--- src/rtl/mem_access_unit_pkg.sv ---
// mem_access_unit_pkg: shared op/state encodings and access-shape helpers for the memory stage.
package mem_access_unit_pkg;

    typedef enum logic [2:0] {
        OP_LW  = 3'd0,
        OP_LH  = 3'd1,
        OP_LHU = 3'd2,
        OP_LB  = 3'd3,
        OP_LBU = 3'd4,
        OP_SW  = 3'd5,
        OP_SH  = 3'd6,
        OP_SB  = 3'd7
    } op_e;

    typedef enum logic [1:0] {
        S_IDLE = 2'd0,
        S_REQ  = 2'd1,
        S_DONE = 2'd2
    } state_e;

    function automatic logic is_store(input op_e op);
        return op inside {OP_SW, OP_SH, OP_SB};
    endfunction

    function automatic logic is_half(input op_e op);
        return op inside {OP_LH, OP_LHU, OP_SH};
    endfunction

    function automatic logic is_byte(input op_e op);
        return op inside {OP_LB, OP_LBU, OP_SB};
    endfunction

    function automatic logic misaligned(input op_e op, input logic [1:0] off);
        return is_byte(op) ? 1'b0 : is_half(op) ? off[0] : |off;
    endfunction

endpackage

--- src/rtl/mem_access_unit_lane_align.sv ---
// mem_lane_align: byte enables, store lane replication and load extraction/extension.
module mem_lane_align
    import mem_access_unit_pkg::*;
(
    input  op_e         op,
    input  logic [1:0]  off,
    input  logic [31:0] wdata,
    input  logic [31:0] rdata,
    output logic [3:0]  be,
    output logic [31:0] wdata_rep,
    output logic [31:0] load_data
);

    logic [7:0]  b;
    logic [15:0] h;

    always_comb begin
        b = rdata[{off, 3'b000} +: 8];
        h = rdata[{off[1], 4'b0000} +: 16];
        be = is_byte(op) ? 4'b0001 << off : is_half(op) ? (off[1] ? 4'b1100 : 4'b0011) : 4'b1111;
        wdata_rep = is_byte(op) ? {4{wdata[7:0]}} : is_half(op) ? {2{wdata[15:0]}} : wdata;
        load_data = op == OP_LB  ? {{24{b[7]}}, b} :
                    op == OP_LBU ? {24'b0, b} :
                    op == OP_LH  ? {{16{h[15]}}, h} :
                    op == OP_LHU ? {16'b0, h} :
                    op == OP_LW  ? rdata : 32'b0;
    end

endmodule

--- src/rtl/mem_access_unit.sv ---
// mem_access_unit: M-stage load/store initiator with req/ack handshake, alignment checks and bus timeout.
module mem_access_unit
    import mem_access_unit_pkg::*;
#(
    parameter int MAX_WAIT = 15
) (
    input  logic        clk,
    input  logic        rst,
    input  logic        op_valid,
    input  logic [2:0]  op_type,
    input  logic [31:0] addr,
    input  logic [31:0] wdata,
    output logic        stall,
    output logic        done,
    output logic [31:0] rdata,
    output logic        exc_adel,
    output logic        exc_ades,
    output logic        exc_bus,
    output logic        mem_req,
    output logic        mem_we,
    output logic [31:0] mem_addr,
    output logic [3:0]  mem_be,
    output logic [31:0] mem_wdata,
    input  logic        mem_ack,
    input  logic [31:0] mem_rdata
);

    localparam logic [7:0] LAST = 8'(MAX_WAIT - 1);

    state_e      state;
    logic [7:0]  cnt;
    op_e         op_q;
    logic [31:0] addr_q;
    logic [31:0] wdata_q;
    logic [3:0]  be;
    logic [31:0] wdata_rep;
    logic [31:0] load_data;
    op_e         op_in;

    assign op_in = op_e'(op_type);

    mem_lane_align u_align (
        .op        (op_q),
        .off       (addr_q[1:0]),
        .wdata     (wdata_q),
        .rdata     (mem_rdata),
        .be        (be),
        .wdata_rep (wdata_rep),
        .load_data (load_data)
    );

    assign stall     = (state == S_IDLE && op_valid) || state == S_REQ;
    assign mem_we    = mem_req && is_store(op_q);
    assign mem_addr  = mem_req ? {addr_q[31:2], 2'b00} : 32'b0;
    assign mem_be    = mem_req ? be : 4'b0;
    assign mem_wdata = mem_req ? wdata_rep : 32'b0;

    // A timeout drops mem_req on the edge the counter reaches MAX_WAIT; the
    // following REQ cycle (request already withdrawn) reports the bus error.
    always_ff @(posedge clk) begin
        if (rst) begin
            state    <= S_IDLE;
            cnt      <= '0;
            op_q     <= OP_LW;
            addr_q   <= '0;
            wdata_q  <= '0;
            done     <= 1'b0;
            rdata    <= '0;
            exc_adel <= 1'b0;
            exc_ades <= 1'b0;
            exc_bus  <= 1'b0;
            mem_req  <= 1'b0;
        end else begin
            done <= 1'b0;
            case (state)
                S_IDLE: if (op_valid) begin
                    op_q    <= op_in;
                    addr_q  <= addr;
                    wdata_q <= wdata;
                    cnt     <= '0;
                    if (misaligned(op_in, addr[1:0])) begin
                        state    <= S_DONE;
                        done     <= 1'b1;
                        exc_adel <= !is_store(op_in);
                        exc_ades <= is_store(op_in);
                    end else begin
                        state   <= S_REQ;
                        mem_req <= 1'b1;
                    end
                end
                S_REQ: if (mem_req && mem_ack) begin
                    state   <= S_DONE;
                    done    <= 1'b1;
                    mem_req <= 1'b0;
                    rdata   <= load_data;
                end else if (!mem_req) begin
                    state   <= S_DONE;
                    done    <= 1'b1;
                    exc_bus <= 1'b1;
                end else begin
                    cnt     <= cnt + 8'd1;
                    mem_req <= cnt != LAST;
                end
                default: begin
                    state    <= S_IDLE;
                    rdata    <= '0;
                    exc_adel <= 1'b0;
                    exc_ades <= 1'b0;
                    exc_bus  <= 1'b0;
                end
            endcase
        end
    end

endmodule

--- config.mk ---
export PLATFORM = sky130hd
export DESIGN_NAME = mem_access_unit
export DESIGN_NICKNAME = d
export VERILOG_FILES = /design/src/rtl/mem_access_unit_pkg.sv /design/src/rtl/mem_access_unit_lane_align.sv /design/src/rtl/mem_access_unit.sv
export SDC_FILE = /design/constraint.sdc
export NUM_CORES = 1
export LEC_CHECK = 0
export ABC_AREA = 1
export BUFFER_PORTS_ARGS = -buffer_cell sky130_fd_sc_hd__buf_2
export CORE_AREA = 3 3 114 116
export CTS_BUF_LIST = sky130_fd_sc_hd__clkbuf_16
export CTS_CLUSTER_DIAMETER = 200
export CTS_CLUSTER_SIZE = 16
export DETAILED_ROUTE_END_ITERATION = 8
export DIE_AREA = 0 0 117 119
export PLACE_DENSITY_LB_ADDON = 0.2
export SYNTH_ARGS = -nofsm -noshare
export SYNTH_HDL_FRONTEND = slang
export SYNTH_SLANG_ARGS = --single-unit
--- constraint.sdc ---
create_clock -name clk -period 1.8 [get_ports clk]
set_input_delay 0.18 -clock clk [delete_from_list [all_inputs] [get_ports clk]]
set_output_delay 0.18 -clock clk [all_outputs]
set_load 0.01 [all_outputs]
# After elaboration in Yosys (flattened, before gate mapping)
# Cells that the tools add are included.
[word_totals] ff_bits=114 inputBits=103 out_inout_bits=107 elab_cells=108
[classes] n_addsub=1 n_eq_ne=24 shift=3 n_mux=45 n_bitwise=2 reduce_logical=22
[ops] operator="two-way mux 32 bit" count=10
[ops] operator="one-hot mux 32 bit (2 select lines)" count=1
[ops] operator="variable part select 32 x 6 -> 16 bit" count=1
[ops] operator="variable part select 32 x 6 -> 8 bit" count=1
[ops] operator="equality test 3 bit (second input constant)" count=8
[ops] operator="two-way mux 8 bit" count=3
[ops] operator="nonzero test 3 bit" count=6
[ops] operator="two-way mux 1 bit" count=16
[ops] operator="two-way mux 4 bit" count=4
[ops] operator="one-hot mux 8 bit (2 select lines)" count=1
[ops] operator="equality test 3 x 2 -> 1 bit (second input constant)" count=4
[ops] operator="inequality test 2 bit (second input constant)" count=5
[ops] operator="one-hot mux 1 bit (2 select lines)" count=5
[ops] operator="AND reduction 3 bit" count=3
[ops] operator="adder 8 x 1 -> 8 bit (second input constant)" count=1
[ops] operator="two-way mux 2 bit" count=4
[ops] operator="inequality test 8 x 4 -> 1 bit (second input constant)" count=1
[ops] operator="equality test 3 x 1 -> 1 bit (second input constant)" count=2
[ops] operator="AND reduction 2 bit" count=3
[ops] operator="inequality test 2 x 1 -> 1 bit (second input constant)" count=2
[ops] operator="one-hot mux 2 bit (2 select lines)" count=1
[ops] operator="AND reduction 4 bit" count=1
[ops] operator="<< shifter 1 x 2 -> 4 bit (first input constant)" count=1
[ops] operator="logical AND 1 bit" count=3
[ops] operator="other kinds (9)" count=10

# Depth between registers and ports, before layout
# Gate-level depths: netlist of run 1.
[depth] depth_word=8 depth_mapped=10 depth_no_buf=10

# By module
# From an unflattened synthesis of run 1, not the netlist that was laid out.
[unflattened] cells_unflattened=1085 area_unflattened_um2=6438.7
[modules_own_cells] mod="mem_access_unit" n_inst=1 cells_per_inst=696 area_each_um2=4789.6 seq_area_each_um2=2282.2
[modules_own_cells] mod="mem_lane_align" n_inst=1 cells_per_inst=389 area_each_um2=1649.1 seq_area_each_um2=0.0

# Least setup slack after synthesis of run 1
# No wires, ideal clock.
[synth_path] path_kind="register -> output" start="register op_q[0]" end="output mem_wdata[24]" arrival_time_ns=1.283 required_time_ns=1.620 path_slack_ns=0.337 stages_incl_launch_ff=8 n_path_buf=2 cell_sequence="dfxtp_1 > buf_6 > nor2_8 > a21boi_4 > buf_4 > o21ai_0 > inv_1 > a21oi_1"
[synth_via] elab_chain_len=5 word_cells_on_any_way=11 classes_between="6 x eq/ne; 3 x mux; 2 x reduce/logical"
[synth_lines] item="start, declared" line_no="mem_access_unit.sv:32" rtl="op_e op_q;"
[synth_lines] item="start signal, assigned" line_no="mem_access_unit.sv:77" rtl="op_q <= op_in;"
[synth_lines] item="equality test 3 x 1 -> 1 bit (tied with other cells)" line_no="mem_access_unit_pkg.sv:26" rtl="return op inside {OP_LH, OP_LHU, OP_SH};"
[synth_lines] item="nonzero test 3 bit" line_no="mem_access_unit_pkg.sv:26"
[synth_lines] item="two-way mux 32 bit" line_no="mem_access_unit_lane_align.sv:21" rtl="wdata_rep = is_byte(op) ? {4{wdata[7:0]}} : is_half(op) ? {2{wdata[15:0]}} : wdata;"
[synth_lines] item="two-way mux 32 bit *" line_no="mem_access_unit_lane_align.sv:21"
[synth_lines] item="two-way mux 32 bit *" line_no="mem_access_unit.sv:56" rtl="assign mem_wdata = mem_req ? wdata_rep : 32'b0;"
[synth_lines] item="end, declared" line_no="mem_access_unit.sv:23" rtl="output logic [31:0] mem_wdata,"
# Mark *: on every way between the ends. The rest lies on a longest branch, timed or not.

# Final worst setup path of run 1
[layout_path] start="register op_q[0]" end="output mem_wdata[30]"
# Same word-level chain as after synthesis.

==> impl_metrics.env, run 1 <==
export IMPL_gp_congestion=0.892
export IMPL_rsz0062_at_grt="true"
export IMPL_end_kind="output pin"
export IMPL_post_drt_wl_per_cell_um=14.3
export IMPL_antenna_found_initial=2
export IMPL_grt_pass1_wl_mm=29.2
export IMPL_path_class="register to output pin"
export IMPL_ys_seq_area_frac=0.375
export IMPL_viasPerCell=5.20
export IMPL_cts_root_buf="clkbuf_16"
export IMPL_synth_seq_cells=114
export IMPL_vdd_ir_drop_max_v=0.000568
export IMPL_cts_tree="built"
export IMPL_fin_nets=1269
export IMPL_syn_area_um2=6080
export IMPL_grt_usage=0.260
export IMPL_die_y_um=119
export IMPL_cap_viol_max_count=0
export IMPL_drtIter0Drc=650
export IMPL_synth_largest_area_cell="dfxtp_1"
export IMPL_cts_hold_fix_buffers=0
export IMPL_hp_class="input port to register"
export IMPL_dr_total_vias=6894
export IMPL_min_period_ns=2.06
export IMPL_critPathLaunchType="register"
export IMPL_initial_utilization=0.507
export IMPL_instances_no_fill=1325
export IMPL_ios=210
export IMPL_worst_slew_pin_slew_ns=0.523
export IMPL_fmax_mhz=486
export IMPL_critical_path_top_delay_family="compound AO/OA/AOI/OAI gates"
export IMPL_route_detailed_drc=0
export IMPL_hpwl_mm=12.8
export IMPL_cts_htree_levels=4
export IMPL_drive_gt1_frac=0.280
export IMPL_p_per_area_nw_per_um2=981
export IMPL_final_core_util=0.674
export IMPL_die_x_um=117
export IMPL_arrival_ns=1.88
export IMPL_synth_avg_cell_area_um2=6.29
export IMPL_cp_required_ns=1.62
export IMPL_synth_area_leaders="dfxtp_1 38%, nand2_1 17%, nor2_1 7.8%"
export IMPL_place_ws_ns=0.00612
export IMPL_placedCellCount=1278
export IMPL_routed_wl_mm=19.0
export IMPL_slew_viol_final=0
export IMPL_worstPathMaxFanout=6
export IMPL_finalSetupViolCount=28
export IMPL_cp_slowest_stage_delay_ns=0.37
export IMPL_grtUsageMet1=0.337
export IMPL_period_share=1.14
export IMPL_grt_start_max_net_pins=75
export IMPL_clock_path_buffers=2
export IMPL_synth_distinct_cells=30
export IMPL_io_buffers=207
export IMPL_grt_busiest_layer="met2"
export IMPL_dieArea_um2=13900
export IMPL_clock_latency_ns=0.41
export IMPL_clock_skew_ns=0.00674
export IMPL_whs_ns=0.0187
export IMPL_worst_path_buf_inv=3
export IMPL_num_rows=40
export IMPL_numCtsBuffers=17
export IMPL_slowest_stage="dfxtp_4"
export IMPL_grt_use_met3=0.0798
export IMPL_netlist_area_leader_share=0.375
export IMPL_slew_headroom=0.650
export IMPL_run_status="finished with violations"
export IMPL_hold_viol=0
export IMPL_area_growth_pct=33.0
export IMPL_p_leak_nw=4.37
export IMPL_fin_ws_ns=-0.257
export IMPL_clock_sinks=114
export IMPL_worstPathCellList="nand2_1 -> a21boi_4 -> clkbuf_16 -> nand2_2 -> o21ai_1 -> inv_1 -> a21oi_1 -> buf_2"
export IMPL_postRouteAntennaNets=0
export IMPL_violations="negative setup slack"
export IMPL_overflow=0
export IMPL_drtPass1Iterations=5
export IMPL_met2_usage=0.405
export IMPL_core_area_um2=12000
export IMPL_clk_pin_slew_ns=0.06
export IMPL_syn_inst=967
export IMPL_yosysWarnings=0
export IMPL_grt_pass1_vias=6121
tightest hold or removal path, delay by kind of cell:
kind	cells	cell delay (ns)
buffers and inverters	1	0.07
AND/OR/NAND/NOR	1	0.07
AO/OA/AOI/OAI	1	0.07
cell families (layout without fill, tap and decap cells):
kind of cell | count (synthesis) | count (layout) | synth area share
fa+ha+maj | 2 | 2 | 0.00411
other cells | 1 | 4 | 0.000616
simple gates | 491 | 492 | 0.335
compound gates | 191 | 191 | 0.162
flops | 114 | 114 | 0.375
buf+inv | 168 | 375 | 0.124
cells in the mapped netlist:
library cell / number
nor2_1: 126
o211ai_1: 1
a21oi_2: 1
inv_1: 95
a21boi_4: 1
nor3_1: 5
nand2_1: 275
conb_1: 1
nand2_4: 2
nand3_2: 1
buf_2: 19
nor2_4: 1
a21boi_0: 1
nor2_8: 1
nand4_1: 9
dfxtp_1: 114
nand3_4: 2
o21ai_0: 92
or2_2: 1
ha_1: 2
o211a_1: 1
nand3_1: 63
nor2_2: 1
nand2_2: 4
a21oi_1: 85
inv_2: 6
buf_4: 10
o21ai_1: 9
buf_6: 8
clkbuf_1: 30
cells in the final DEF (no fill, tap or decap), types with 4 or more instances in the layout:
cell       synthesis  final
a21oi_1           85     74
a21oi_2            1     11
buf_12             0      5
buf_2             19    207
buf_4             10     21
buf_6              8      6
clkbuf_16          0     19
clkinv_1           0      5
dfxtp_1          114    110
inv_1             95     91
inv_2              6      6
nand2_1          275    268
nand2_2            4      8
nand2_4            2      4
nand3_1           63     63
nand4_1            9      9
nor2_1           126    124
nor3_1             5      5
o21ai_0           92     77
o21ai_1            9     14
o21ai_2            0     10
layout make-up:
cell class | instances | area, µm²
Multi-Input combinational cell | 687 | 3210
Timing Repair Buffer | 243 | 1440
Tap cell | 147 | 184
Sequential cell | 114 | 2290
Fill cell | 1103 | 3920
Inverter | 101 | 390
Antenna cell | 2 | 5.00
Clock buffer | 17 | 425
Clock inverter | 14 | 148
routing by layer:
metal	part of all wire	routed length, µm
met3	0.090	1710
met5	0	0
met2	0.47	8980
met1	0.41	7760
met4	0.030	563
final timing paths:
kind | cells after the start | to | startpoint | slack (ns)
max | 8 | mem_wdata[30] | op_q[0]$_SDFFE_PP0P_ | -0.26
min | 3 | addr_q[16]$_SDFFE_PP0P_ | addr[16] | 0.02
max reg2reg | 8 | rdata[21]$_SDFFE_PP0P_ | addr_q[1]$_SDFFE_PP0P_ | 0.16
min reg2reg | 2 | rdata[6]$_SDFFE_PP0P_ | rdata[6]$_SDFFE_PP0P_ | 0.46
flip-flops by register name, indices dropped and copies added (netlist names):
register  count
mem_req       1
state         2
exc_bus       1
rdata        32
exc_ades      1
op_q          3
exc_adel      1
done          1
wdata_q      32
addr_q       32
cnt           8
report_power, final:
part	switching, W	leakage (nW)	internal (W)
clock	0.00113	0.280	0.00213
sequential	0.000109	0.938	0.00270
combinational	0.00116	3.15	0.000698
repair_timing:
item | in CTS | in global routing
endpoints found under the setup margin | 28 | 76
resized for setup | 28 | 44
pin swaps | 5 | 13
gates cloned | 1 | 3
setup buffers | 5 | 5
per-stage QoR:
stage | TNS, ns | total power (W) | area (µm²)
floorplan | 0 | 0.00395 | 6090
detailed placement | 0 | 0.00444 | 7150
finish | -5.30 | 0.00794 | 8090
global placement | 0 | 0.00442 | 7150
global route | -7.48 | 0.00834 | 8090
CTS | -3.70 | 0.00777 | 7840
No activity file was read; power rests on OpenSTA's default activity.
==> run 2: changes to the inputs <==
- CTS_BUF_LIST: sky130_fd_sc_hd__clkbuf_16 -> default
- clock period: 1.8 -> 1.9 ns (I/O delays scaled with it)
==> run 2 against run 1 <==
  * The run still ends with negative setup slack left
  * Via count is 0.38% higher
  * Clock skew is 0.0012 ns lower
  * Power is 2.4% lower
  * First-iteration DRC count is 7.1% lower
  * Largest cell class unchanged
==> impl_metrics.env, run 2 (synthesis results as in run 1) <==
export IMPL_final_cell_mix="272 x nand2_1, 207 x buf_2, 122 x nor2_1, 110 x dfxtp_1, 93 x inv_1"
export IMPL_routed_wl_mm=18.7
export IMPL_die_y_um=119
export IMPL_hold_viol=0
export IMPL_worst_path_buf_inv=5
export IMPL_fin_ws_ns=-0.145
export IMPL_place_ws_ns=0.0326
export IMPL_ios=210
export IMPL_critPathLaunchType="register"
export IMPL_worstRegToRegCells=5
export IMPL_arrival_ns=1.85
export IMPL_hpwl_mm=12.9
export IMPL_p_per_area_nw_per_um2=956
export IMPL_antenna_found_initial=2
export IMPL_path_class="register to output pin"
export IMPL_clock_latency_ns=0.41
export IMPL_worst_slew_pin_slew_ns=0.928
export IMPL_rsz0062_at_grt="true"
export IMPL_slew_viol_final=0
export IMPL_route_detailed_drc=0
export IMPL_placedCellCount=1277
export IMPL_multiInputGateArea_um2=3200
export IMPL_slew_headroom=0.381
export IMPL_io_buffers=207
export IMPL_finalSetupViolCount=28
export IMPL_cap_viol_max_count=0
export IMPL_post_drt_wl_per_cell_um=14.1
export IMPL_dr_total_vias=6920
export IMPL_drtPass1Iterations=6
export IMPL_grt_pass1_wl_mm=29.7
export IMPL_numCtsBuffers=17
export IMPL_num_rows=40
export IMPL_dieArea_um2=13900
export IMPL_min_period_ns=2.04
export IMPL_clock_skew_ns=0.00551
export IMPL_grt_usage=0.265
export IMPL_area_growth_pct=33.0
export IMPL_cp_slowest_stage_delay_ns=0.32
export IMPL_cts_hold_fix_buffers=0
export IMPL_critical_path_top_delay_family="buffers and inverters"
export IMPL_fin_nets=1270
export IMPL_cts_tree="built"
export IMPL_postRouteAntennaNets=0
export IMPL_gp_congestion=0.865
export IMPL_grt_pass1_vias=6312
export IMPL_vdd_ir_drop_max_v=0.000627
export IMPL_drtIter0Drc=604
export IMPL_grt_start_max_net_pins=75
export IMPL_fmax_mhz=489
export IMPL_run_status="finished with violations"
export IMPL_viasPerCell=5.22
export IMPL_top_regs="addr_q: 32 flops, rdata: 32 flops, wdata_q: 32 flops"
export IMPL_worstPathCellList="buf_6 -> nand2_4 -> a21boi_4 -> buf_4 -> buf_12 -> nand2_1 -> o21ai_2 -> inv_1 -> a21oi_2 -> buf_2"
export IMPL_clock_sinks=114
export IMPL_slowest_stage="dfxtp_2"
export IMPL_clk_pin_slew_ns=0.05
export IMPL_holdPathStages=3
export IMPL_regArea_um2=2290
export IMPL_core_area_um2=12000
export IMPL_initial_utilization=0.507
export IMPL_violations="negative setup slack"
export IMPL_worstPathMaxFanout=6
export IMPL_cp_required_ns=1.71
export IMPL_die_x_um=117
export IMPL_end_kind="output pin"
export IMPL_p_leak_nw=4.41
export IMPL_overflow=0
export IMPL_final_common_cell="nand2_1"
export IMPL_hp_class="input port to register"
export IMPL_cts_root_buf="clkbuf_16"
export IMPL_cts_htree_levels=4
export IMPL_fillers=1111
export IMPL_drive_gt1_frac=0.275
export IMPL_cp_depth=10
export IMPL_instances_no_fill=1326
export IMPL_clock_path_buffers=2
export IMPL_period_share=1.08
run 2: cell count changes in the layout (fill, tap and decap cells not counted), moves of 5 or more:
| cell | delta |
|---|---|
| clkbuf_8 | +6 |
| o21ai_0 | +5 |
| a21oi_2 | -5 |
| a21oi_1 | +5 |
run 2: per-stage QoR:
step | hold slack, ns | utilization | setup TNS [ns] | power (W) | cell area [µm²]
after floorplan | 0.357 | - | 0 | 0.00374 | 6090
after global placement | 0.438 | 0.595 | 0 | 0.00418 | 7140
after detailed placement | 0.445 | 0.595 | 0 | 0.00420 | 7140
after CTS | 0.0121 | 0.666 | -1.99 | 0.00770 | 8000
after global routing | 0.0268 | 0.674 | -4.76 | 0.00809 | 8100
final | 0.0230 | 0.674 | -2.09 | 0.00774 | 8100
run 2: worst reg2reg max path, cell delays in order, from the launching register on:
cell     delay (ns)
dfxtp_1        0.36
nand3_1        0.12
nand2_1        0.06
inv_1          0.67
nand2_1        0.16
a21oi_1        0.21
run 2: cell type report:
type	count	area share
timing repair buffer	243	0.173
inverter	101	0.0468
multi-input combinational	688	0.395
antenna	1	0.000309
tap	147	0.0227
clock inverter	9	0.0155
clock buffer	23	0.0628
sequential	114	0.283
run 2: layer usage:
layer | vias to the layer above | track usage | part of all wire
met5 | - | 0 | 0.00037
met4 | 2 | 0.105 | 0.032
met3 | 63 | 0.0864 | 0.090
met2 | 313 | 0.422 | 0.46
met1 | 3091 | 0.327 | 0.41
li1 | 3451 | - | -
run 2: power breakdown:
part	switching [W]	internal, W
sequential	0.0000983	0.00256
clock	0.00110	0.00226
combinational	0.00108	0.000641
total	0.00228	0.00546
run 2: repair_timing:
action	CTS	global route
gates resized for setup	31	22
setup endpoints to repair	28	29
hold endpoints to repair	0	0
setup buffers	9	3
pin swaps	5	8
cloned	4	1
run 2: worst paths after layout:
check                                      startpoint                       end  slack [ns]
worst min-delay path                        wdata[20]  wdata_q[20]$_SDFFE_PP0P_        0.02
worst min register to register  rdata[6]$_SDFFE_PP0P_     rdata[6]$_SDFFE_PP0P_        0.46
worst max register to register  state[0]$_SDFFE_PP0P_    rdata[17]$_SDFFE_PP0P_        0.25
worst max-delay path             op_q[0]$_SDFFE_PP0P_             mem_wdata[24]       -0.14
==> run 3: changes to the inputs <==
- CORE_AREA: 3 3 114 116 -> 3 3 135 98
- DIE_AREA: 0 0 117 119 -> 0 0 138 101
==> run 3 against run 2 <==
  * The run still ends with negative setup slack left
  * Hold slack gained 0.0073 ns
  * Power shrank 2.3%
  * Sequential cell count is the same
  * Sequential power is essentially flat
  * Largest cell class unchanged
  * Cell area grew 1.6%
  * Fmax grew 3.7%
  * Via count shrank 1.9%
  * Clock skew grew 0.00097 ns
  * Wire length grew 3.4%
  * Register-to-register slack lost 0.26 ns
  * Core utilization grew 0.21 points
  * Count of clock-buffer cells in the layout shrank 1
==> impl_metrics.env, run 3 (synthesis results as in run 1) <==
export IMPL_num_rows=34
export IMPL_finalSetupViolCount=24
export IMPL_fmax_mhz=507
export IMPL_cap_viol_max_count=0
export IMPL_place_ws_ns=0.0634
export IMPL_cp_required_ns=1.71
export IMPL_min_period_ns=1.97
export IMPL_gp_congestion=0.936
export IMPL_grt_pass1_vias=5839
export IMPL_final_core_util=0.676
export IMPL_area_growth_pct=35.2
export IMPL_grt_usage=0.264
export IMPL_drtPass1Iterations=6
export IMPL_clock_path_buffers=2
export IMPL_end_kind="output pin"
export IMPL_initial_utilization=0.500
export IMPL_top_regs="addr_q: 32 flops, rdata: 32 flops, wdata_q: 32 flops"
export IMPL_final_cell_mix="245 x nand2_1, 208 x buf_2, 123 x nor2_1, 110 x dfxtp_1, 94 x inv_1"
export IMPL_hold_viol=0
export IMPL_fin_nets=1272
export IMPL_postRouteAntennaNets=0
export IMPL_dr_total_vias=6790
export IMPL_p_leak_nw=4.46
export IMPL_worstPathMaxFanout=6
export IMPL_design_area_um2=8230
export IMPL_hpwl_mm=13.1
export IMPL_grt_start_max_net_pins=77
export IMPL_antenna_found_initial=1
export IMPL_run_status="finished with violations"
export IMPL_drtIter0Drc=590
export IMPL_clock_latency_ns=0.41
export IMPL_clock_sinks=114
export IMPL_numCtsBuffers=17
export IMPL_core_area_um2=12200
export IMPL_cts_hold_fix_buffers=0
export IMPL_viasPerCell=5.06
export IMPL_placed_area_um2=7220
export IMPL_p_per_area_nw_per_um2=920
export IMPL_critPathLaunchType="register"
export IMPL_die_x_um=138
export IMPL_io_buffers=207
export IMPL_clock_skew_ns=0.00648
export IMPL_power_w=0.00756
export IMPL_slew_viol_final=0
export IMPL_cts_root_buf="clkbuf_16"
export IMPL_post_drt_wl_per_cell_um=14.4
export IMPL_arrival_ns=1.78
export IMPL_fin_ws_ns=-0.0714
export IMPL_violations="negative setup slack"
export IMPL_path_class="register to output pin"
export IMPL_ios=210
export IMPL_route_detailed_drc=0
export IMPL_die_y_um=101
export IMPL_vdd_ir_drop_max_v=0.000654
export IMPL_hp_class="input port to register"
export IMPL_cts_tree="built"
export IMPL_cts_htree_levels=4
export IMPL_drive_gt1_frac=0.308
export IMPL_grt_pass1_wl_mm=30.1
export IMPL_rsz0062_at_grt="true"
export IMPL_routed_wl_mm=19.3
export IMPL_final_common_cell="nand2_1"
export IMPL_fillers=1140
export IMPL_dieArea_um2=13900
export IMPL_period_share=1.04
export IMPL_clk_pin_slew_ns=0.05
export IMPL_overflow=0
-- run 3: cell count changes in the layout (fill, tap and decap cells not counted), sizes merged --
cell	delta
buf	+4
bufinv	-1
clkbuf	-1
clkinv	+2
nand2	-2
-- run 3: area by class of cell --
type                       count  area, µm²  area share
clock buffer                  22        464      0.0564
antenna                        1       2.50    0.000304
inverter                     101        384      0.0467
sequential                   114       2290       0.279
tap                          162        203      0.0246
multi-input combinational    686       3330       0.405
timing repair buffer         247       1440       0.175
clock inverter                10        109      0.0132
-- run 3: per-stage QoR --
step | setup TNS, ns | hold WS [ns] | std cells
after floorplan | 0 | 0.357 | 968
after global placement | 0 | 0.435 | 1296
after detailed placement | 0 | 0.446 | 1296
after CTS | -0.562 | 0.0178 | 1340
after global routing | -4.13 | 0.0407 | 1343
final | -0.902 | 0.0303 | 1343
-- run 3: timing repair --
| item | CTS | global route |
|---|---|---|
| setup buffers | 10 | 1 |
| pin swaps | 10 | 15 |
| gates cloned | 2 | 1 |
| resized for setup | 26 | 73 |
| endpoints found under the setup margin | 28 | 44 |
-- run 3: worst max-delay path, stage by stage, from the launching register on --
cell and delay, ns:
dfxtp_4 0.40, inv_6 0.06, nand3_4 0.08, inv_2 0.06, a21oi_4 0.17, buf_4 0.18, nand2_1 0.07, o21ai_2 0.18
a21oi_2 0.05, buf_2 0.14
-- run 3: metal layers --
layer	wire length [µm]	GRT usage	part of all wire
met1	8860	0.388	0.46
met2	8360	0.389	0.43
met3	1790	0.0560	0.092
met4	320	0.0752	0.017
met5	0	0	0
-- run 3: final timing paths --
check | slack (ns) | cells after the start | from | to
max | -0.07 | 9 | op_q[2]$_SDFFE_PP0P_ | mem_wdata[27]
min | 0.03 | 3 | addr[11] | addr_q[11]$_SDFFE_PP0P_
max reg2reg | -0.01 | 14 | op_q[0]$_SDFFE_PP0P_ | rdata[8]$_SDFFE_PP0P_
min reg2reg | 0.45 | 2 | wdata_q[31]$_SDFFE_PP0P_ | wdata_q[31]$_SDFFE_PP0P_
-- run 3: report_power, final --
part           internal (W)  switching, W  total, W
sequential          0.00256      0.000107   0.00266
combinational      0.000663       0.00112   0.00179
clock               0.00199       0.00112   0.00311
total               0.00521       0.00235   0.00756
